$ cat config.mk
export PLATFORM = sky130hd
export DESIGN_NAME = minimig_bank_sched
export DESIGN_NICKNAME = d
export VERILOG_FILES = /design/src/rtl/minimig_bank_sched.sv
export SDC_FILE = /design/constraint.sdc
export NUM_CORES = 1
export LEC_CHECK = 0
export CORE_MARGIN = 4
export CORE_UTILIZATION = 44
export DETAILED_ROUTE_END_ITERATION = 10
export DONT_BUFFER_PORTS = 1
export GPL_ROUTABILITY_DRIVEN = 0
export GPL_TIMING_DRIVEN = 0
export RECOVER_POWER = 100
export SLEW_MARGIN = 40
export SYNTH_ARGS = -nofsm -noshare
export SYNTH_HDL_FRONTEND = slang
export SYNTH_SLANG_ARGS = --single-unit
$ cat constraint.sdc
create_clock -name clk -period 2.6 [get_ports clk]
set_input_delay 0.52 -clock clk [delete_from_list [all_inputs] [get_ports clk]]
set_output_delay 0.52 -clock clk [all_outputs]
set_load 0.01 [all_outputs]
$ cat src/rtl/minimig_bank_sched.sv
// Shared memory-port scheduler: DMA-priority arbitration with CPU starvation guard,
// one command per access, fixed-latency ack. Optional build macro: MINIMIG_KICK_WP_EN.
module minimig_bank_sched #(
    parameter int LATENCY    = 4,
    parameter int CPU_STARVE = 8
) (
    input  logic       clk,
    input  logic       reset,
    input  logic       dma_req,
    input  logic       dma_we,
    input  logic [7:0] dma_bank,
    input  logic       cpu_req,
    input  logic       cpu_we,
    input  logic [7:0] cpu_bank,
    input  logic       mem_rdy,
    output logic       mem_cmd,
    output logic       mem_we,
    output logic [7:0] mem_bank,
    output logic       mem_src,
    output logic       dma_ack,
    output logic       cpu_ack,
    output logic       busy
);
    typedef enum logic [1:0] {IDLE, ISSUE, WAIT, ACK} state_t;

    localparam logic [7:0] STARVE_MAX = 8'(CPU_STARVE);
    localparam logic [3:0] WAIT_LOAD  = 4'(LATENCY - 1);

    state_t     state;
    logic [3:0] wait_cnt;
    logic [7:0] starve_cnt;
    logic       cpu_wins;
    logic       cpu_drop;

    // cpu_drop: the CPU access completes without touching memory
    always_comb begin
        cpu_wins = cpu_req && (!dma_req || starve_cnt == STARVE_MAX);
        cpu_drop = (cpu_bank == 8'h00);
`ifdef MINIMIG_KICK_WP_EN
        if (cpu_we && (cpu_bank[7] || cpu_bank[6])) begin
            cpu_drop = 1'b1;
        end
`endif
    end

    always_ff @(posedge clk or posedge reset) begin
        if (reset) begin
            state      <= IDLE;
            wait_cnt   <= 4'd0;
            starve_cnt <= 8'd0;
            mem_cmd    <= 1'b0;
            mem_we     <= 1'b0;
            mem_bank   <= 8'h00;
            mem_src    <= 1'b0;
            dma_ack    <= 1'b0;
            cpu_ack    <= 1'b0;
            busy       <= 1'b0;
        end else begin
            dma_ack <= 1'b0;
            cpu_ack <= 1'b0;
            case (state)
                IDLE: begin
                    if (cpu_wins) begin
                        mem_we     <= cpu_we;
                        mem_bank   <= cpu_bank;
                        mem_src    <= 1'b0;
                        starve_cnt <= 8'd0;
                        busy       <= 1'b1;
                        if (cpu_drop) begin
                            state   <= ACK;
                            cpu_ack <= 1'b1;
                        end else begin
                            state   <= ISSUE;
                            mem_cmd <= 1'b1;
                        end
                    end else if (dma_req) begin
                        mem_we   <= dma_we;
                        mem_bank <= dma_bank;
                        mem_src  <= 1'b1;
                        busy     <= 1'b1;
                        state    <= ISSUE;
                        mem_cmd  <= 1'b1;
                        if (!cpu_req) begin
                            starve_cnt <= 8'd0;
                        end else if (starve_cnt != STARVE_MAX) begin
                            starve_cnt <= starve_cnt + 8'd1;
                        end
                    end
                end
                ISSUE: begin
                    if (mem_rdy) begin
                        mem_cmd <= 1'b0;
                        if (LATENCY > 1) begin
                            state    <= WAIT;
                            wait_cnt <= WAIT_LOAD;
                        end else begin
                            state   <= ACK;
                            dma_ack <= mem_src;
                            cpu_ack <= !mem_src;
                        end
                    end
                end
                WAIT: begin
                    if (wait_cnt == 4'd1) begin
                        state   <= ACK;
                        dma_ack <= mem_src;
                        cpu_ack <= !mem_src;
                    end else begin
                        wait_cnt <= wait_cnt - 4'd1;
                    end
                end
                ACK: begin
                    state <= IDLE;
                    busy  <= 1'b0;
                end
                default: begin
                    state <= IDLE;
                    busy  <= 1'b0;
                end
            endcase
        end
    end
endmodule
==> impl_metrics.env <==
export IMPL_p_comb_frac=0.377
export IMPL_synth_xor_area_frac=0
export IMPL_setup_tns_ns=0
export IMPL_synth_top_area_frac=0.449
export IMPL_clockBufferDepth=2
export IMPL_drt_iter0_drc=53
export IMPL_antennaDiodeCount=0
export IMPL_fmax_mhz=501
export IMPL_synth_cell_area_um2=1560
export IMPL_ctsHoldBuffers=0
export IMPL_drive_gt1_frac=0.0688
export IMPL_rr_startpoint="state[0]"
export IMPL_grt_max_degree=29
export IMPL_antenna_found_initial=0
export IMPL_yosys_mux_area_fraction=0.0714
export IMPL_power_density_nw_per_um2=945
export IMPL_clk_pin_slew_ns=0.15
export IMPL_switching_share=0.410
export IMPL_pin_count=37
export IMPL_synth_top_family_by_area="compound AO/OA/AOI/OAI gates"
export IMPL_synth_edf_count=0
export IMPL_netlist_top_cells_count="dfrtp_1, a21oi_1, nor2_1"
export IMPL_wl_met3_um=202
export IMPL_p_int_uw=910
export IMPL_cts_buffers=3
export IMPL_worstSetupStartpointType="flop"
export IMPL_grt_first_pass_wirelength_mm=5.22
export IMPL_critical_path_startpoint="state[0]"
export IMPL_insertion_delay_ns=0.34
export IMPL_fillers=291
export IMPL_synthSimpleGateAreaFrac=0.178
export IMPL_ff2ff_path_depth=6
export IMPL_die_w_um=67.5
export IMPL_wl_met2_mm=1.41
export IMPL_seqPwrFrac=0.483
export IMPL_switchingPower_uw=631
export IMPL_hp_class="in -> async"
export IMPL_routed_top_layer="met4"
export IMPL_ff2ff_setup_slack_ns=0.61
export IMPL_htreeDepth=1
export IMPL_synthArstFlopShare=1.00
export IMPL_fin_skew_ns=0.00254
export IMPL_ys_types=38
export IMPL_crit_type="reg -> reg"
export IMPL_drv_cap=0
export IMPL_worst_slew_pin_slew_ns=1.05
export IMPL_final_nets=192
export IMPL_final_antenna_net_count=0
export IMPL_die_h_um=67.5
export IMPL_endpoint_kind="flop"
export IMPL_timing_final_hold_violations=0
export IMPL_core_area_um2=3390
export IMPL_peakVddDrop_mv=0.477
export IMPL_drt_met1_wl_mm=1.39
export IMPL_dp_hpwl_mm=2.35
export IMPL_postCtsSetupRepairBufs=0
export IMPL_outcome="finished, final reports clean"
export IMPL_final_setup_viol_count=0
export IMPL_fin_crit_ns=1.99
export IMPL_cts_resized_gates=0
export IMPL_ys_flop_type="dfrtp_1"
export IMPL_drc=0
export IMPL_cts_tree="yes"
export IMPL_start_util=0.460
export IMPL_syn_num_nets=187
export IMPL_p_leak_uw=0.000706
export IMPL_utilization=0.481
export IMPL_ys_ff_latch=28
export IMPL_slew_violations=0
export IMPL_multi_input_area_um2=762
export IMPL_syn_to_final_growth_pct=4.65
export IMPL_wire_per_inst_um=14.8
export IMPL_synth_area_leader_cell="dfrtp_1"
export IMPL_grt_pass1_vias=1120
export IMPL_seq_area_um2=701
export IMPL_max_slew_margin=0.300
export IMPL_synth_compound_area_frac=0.179
export IMPL_post_route_period_util=0.767
export IMPL_dieArea_um2=4560
export IMPL_clkPwrFrac=0.140
export IMPL_crit_arrival_ns=2.28
export IMPL_drt_total_wl_mm=3.05
export IMPL_cts_root_buffer="clkbuf_4"
export IMPL_reg2reg_to="starve_cnt[7]"
export IMPL_clock_sinks=28
export IMPL_grt_setup_unrepaired="no"
export IMPL_grt_usage=0.152
export IMPL_syn_inst=156
export IMPL_placementRows=21
export IMPL_syn_avg_cell_area_um2=9.99
export IMPL_grt_overflow_total=0
export IMPL_io_buffers=0
export IMPL_cp_max_fo=10
export IMPL_yosysMostFrequentCell="dfrtp_1"
export IMPL_crit_required_ns=2.88
export IMPL_drt_first_pass_iters=4
export IMPL_vias=1196
export IMPL_yosysSeqAreaShare=0.449
export IMPL_ys_top_cells_by_area="dfrtp_1, ha_1, mux2i_1"
export IMPL_synthAdderAreaFrac=0.0642
export IMPL_vias_per_cell=5.81
export IMPL_ys_warn_count=0
[metrics by stage]
| step | hold slack, ns | setup WS [ns] | cells | area (um2) | power, uW |
|---|---|---|---|---|---|
| floorplan | 0.480 | 0.868 | 156 | 1560 | 1230 |
| global placement | 0.510 | 0.718 | 202 | 1620 | 1350 |
| detailed placement | 0.504 | 0.670 | 202 | 1620 | 1380 |
| CTS | 0.116 | 0.636 | 206 | 1650 | 1600 |
| global route | 0.374 | 0.329 | 206 | 1630 | 1690 |
| finish | 0.310 | 0.606 | 206 | 1630 | 1540 |
[power groups by stage]
stage	logic [uW]	registers (uW)	clock network, uW
6_report	581	744	216
3_5_place_dp	623	754	0
5_1_grt	677	767	243
2_1_floorplan	512	719	0
3_3_place_gp	598	753	0
4_1_cts	622	747	226
[placed cells by master (no fill, tap or decap), drive strengths merged, types with 6 or more instances in the layout]
cell / Yosys / final
nor2: 12 / 12
inv: 10 / 10
nand2: 8 / 8
ha: 8 / 8
clkbuf: 2 / 8
a21oi: 16 / 16
mux2i: 10 / 10
dfrtp: 28 / 28
nand3: 6 / 6
o21ai: 10 / 10
[sequential cells by signal (all words and copies together), names as in the netlist]
| register | cells |
|---|---|
| mem_bank | 8 |
| mem_we | 1 |
| mem_cmd | 1 |
| wait_cnt | 4 |
| state | 2 |
| starve_cnt | 8 |
| busy | 1 |
| cpu_ack | 1 |
| dma_ack | 1 |
| mem_src | 1 |
[logic make-up after synthesis]
family          Yosys count
simple gates             50
compound gates           43
flops                    28
buf+inv                  16
mux                      11
fa+ha+maj                 8
[critical path, stage by stage, from the launching register on]
cell       delay (ns)
dfrtp_1          0.44
inv_1            0.09
ha_1             0.17
clkbuf_1         0.31
o2111ai_1        0.28
or4_1            0.56
nand3_1          0.08
[routing by layer]
layer / GRT usage / vias to the layer above
li1: - / 577
met2: 0.241 / 42
met5: 0 / -
met3: 0.0383 / 5
met4: 0.0709 / 0
met1: 0.193 / 572
[how the worst max path moves through the flow]
stage	end	slack, ns	cells after the start
global placement	starve_cnt[7]	0.72	6
global route	mem_bank[5]	0.33	7
CTS	starve_cnt[7]	0.64	6
detailed placement	starve_cnt[7]	0.67	6
floorplan	starve_cnt[2]	0.87	7
finish	starve_cnt[7]	0.61	6
[cell type report]
type                       instances  area share
tap                               46      0.0353
multi-input combinational        112       0.467
clock buffer                       4      0.0222
buffer                             6      0.0230
sequential                        28       0.429
inverter                          10      0.0230
Note: power is estimated with default switching activity, not from simulation.
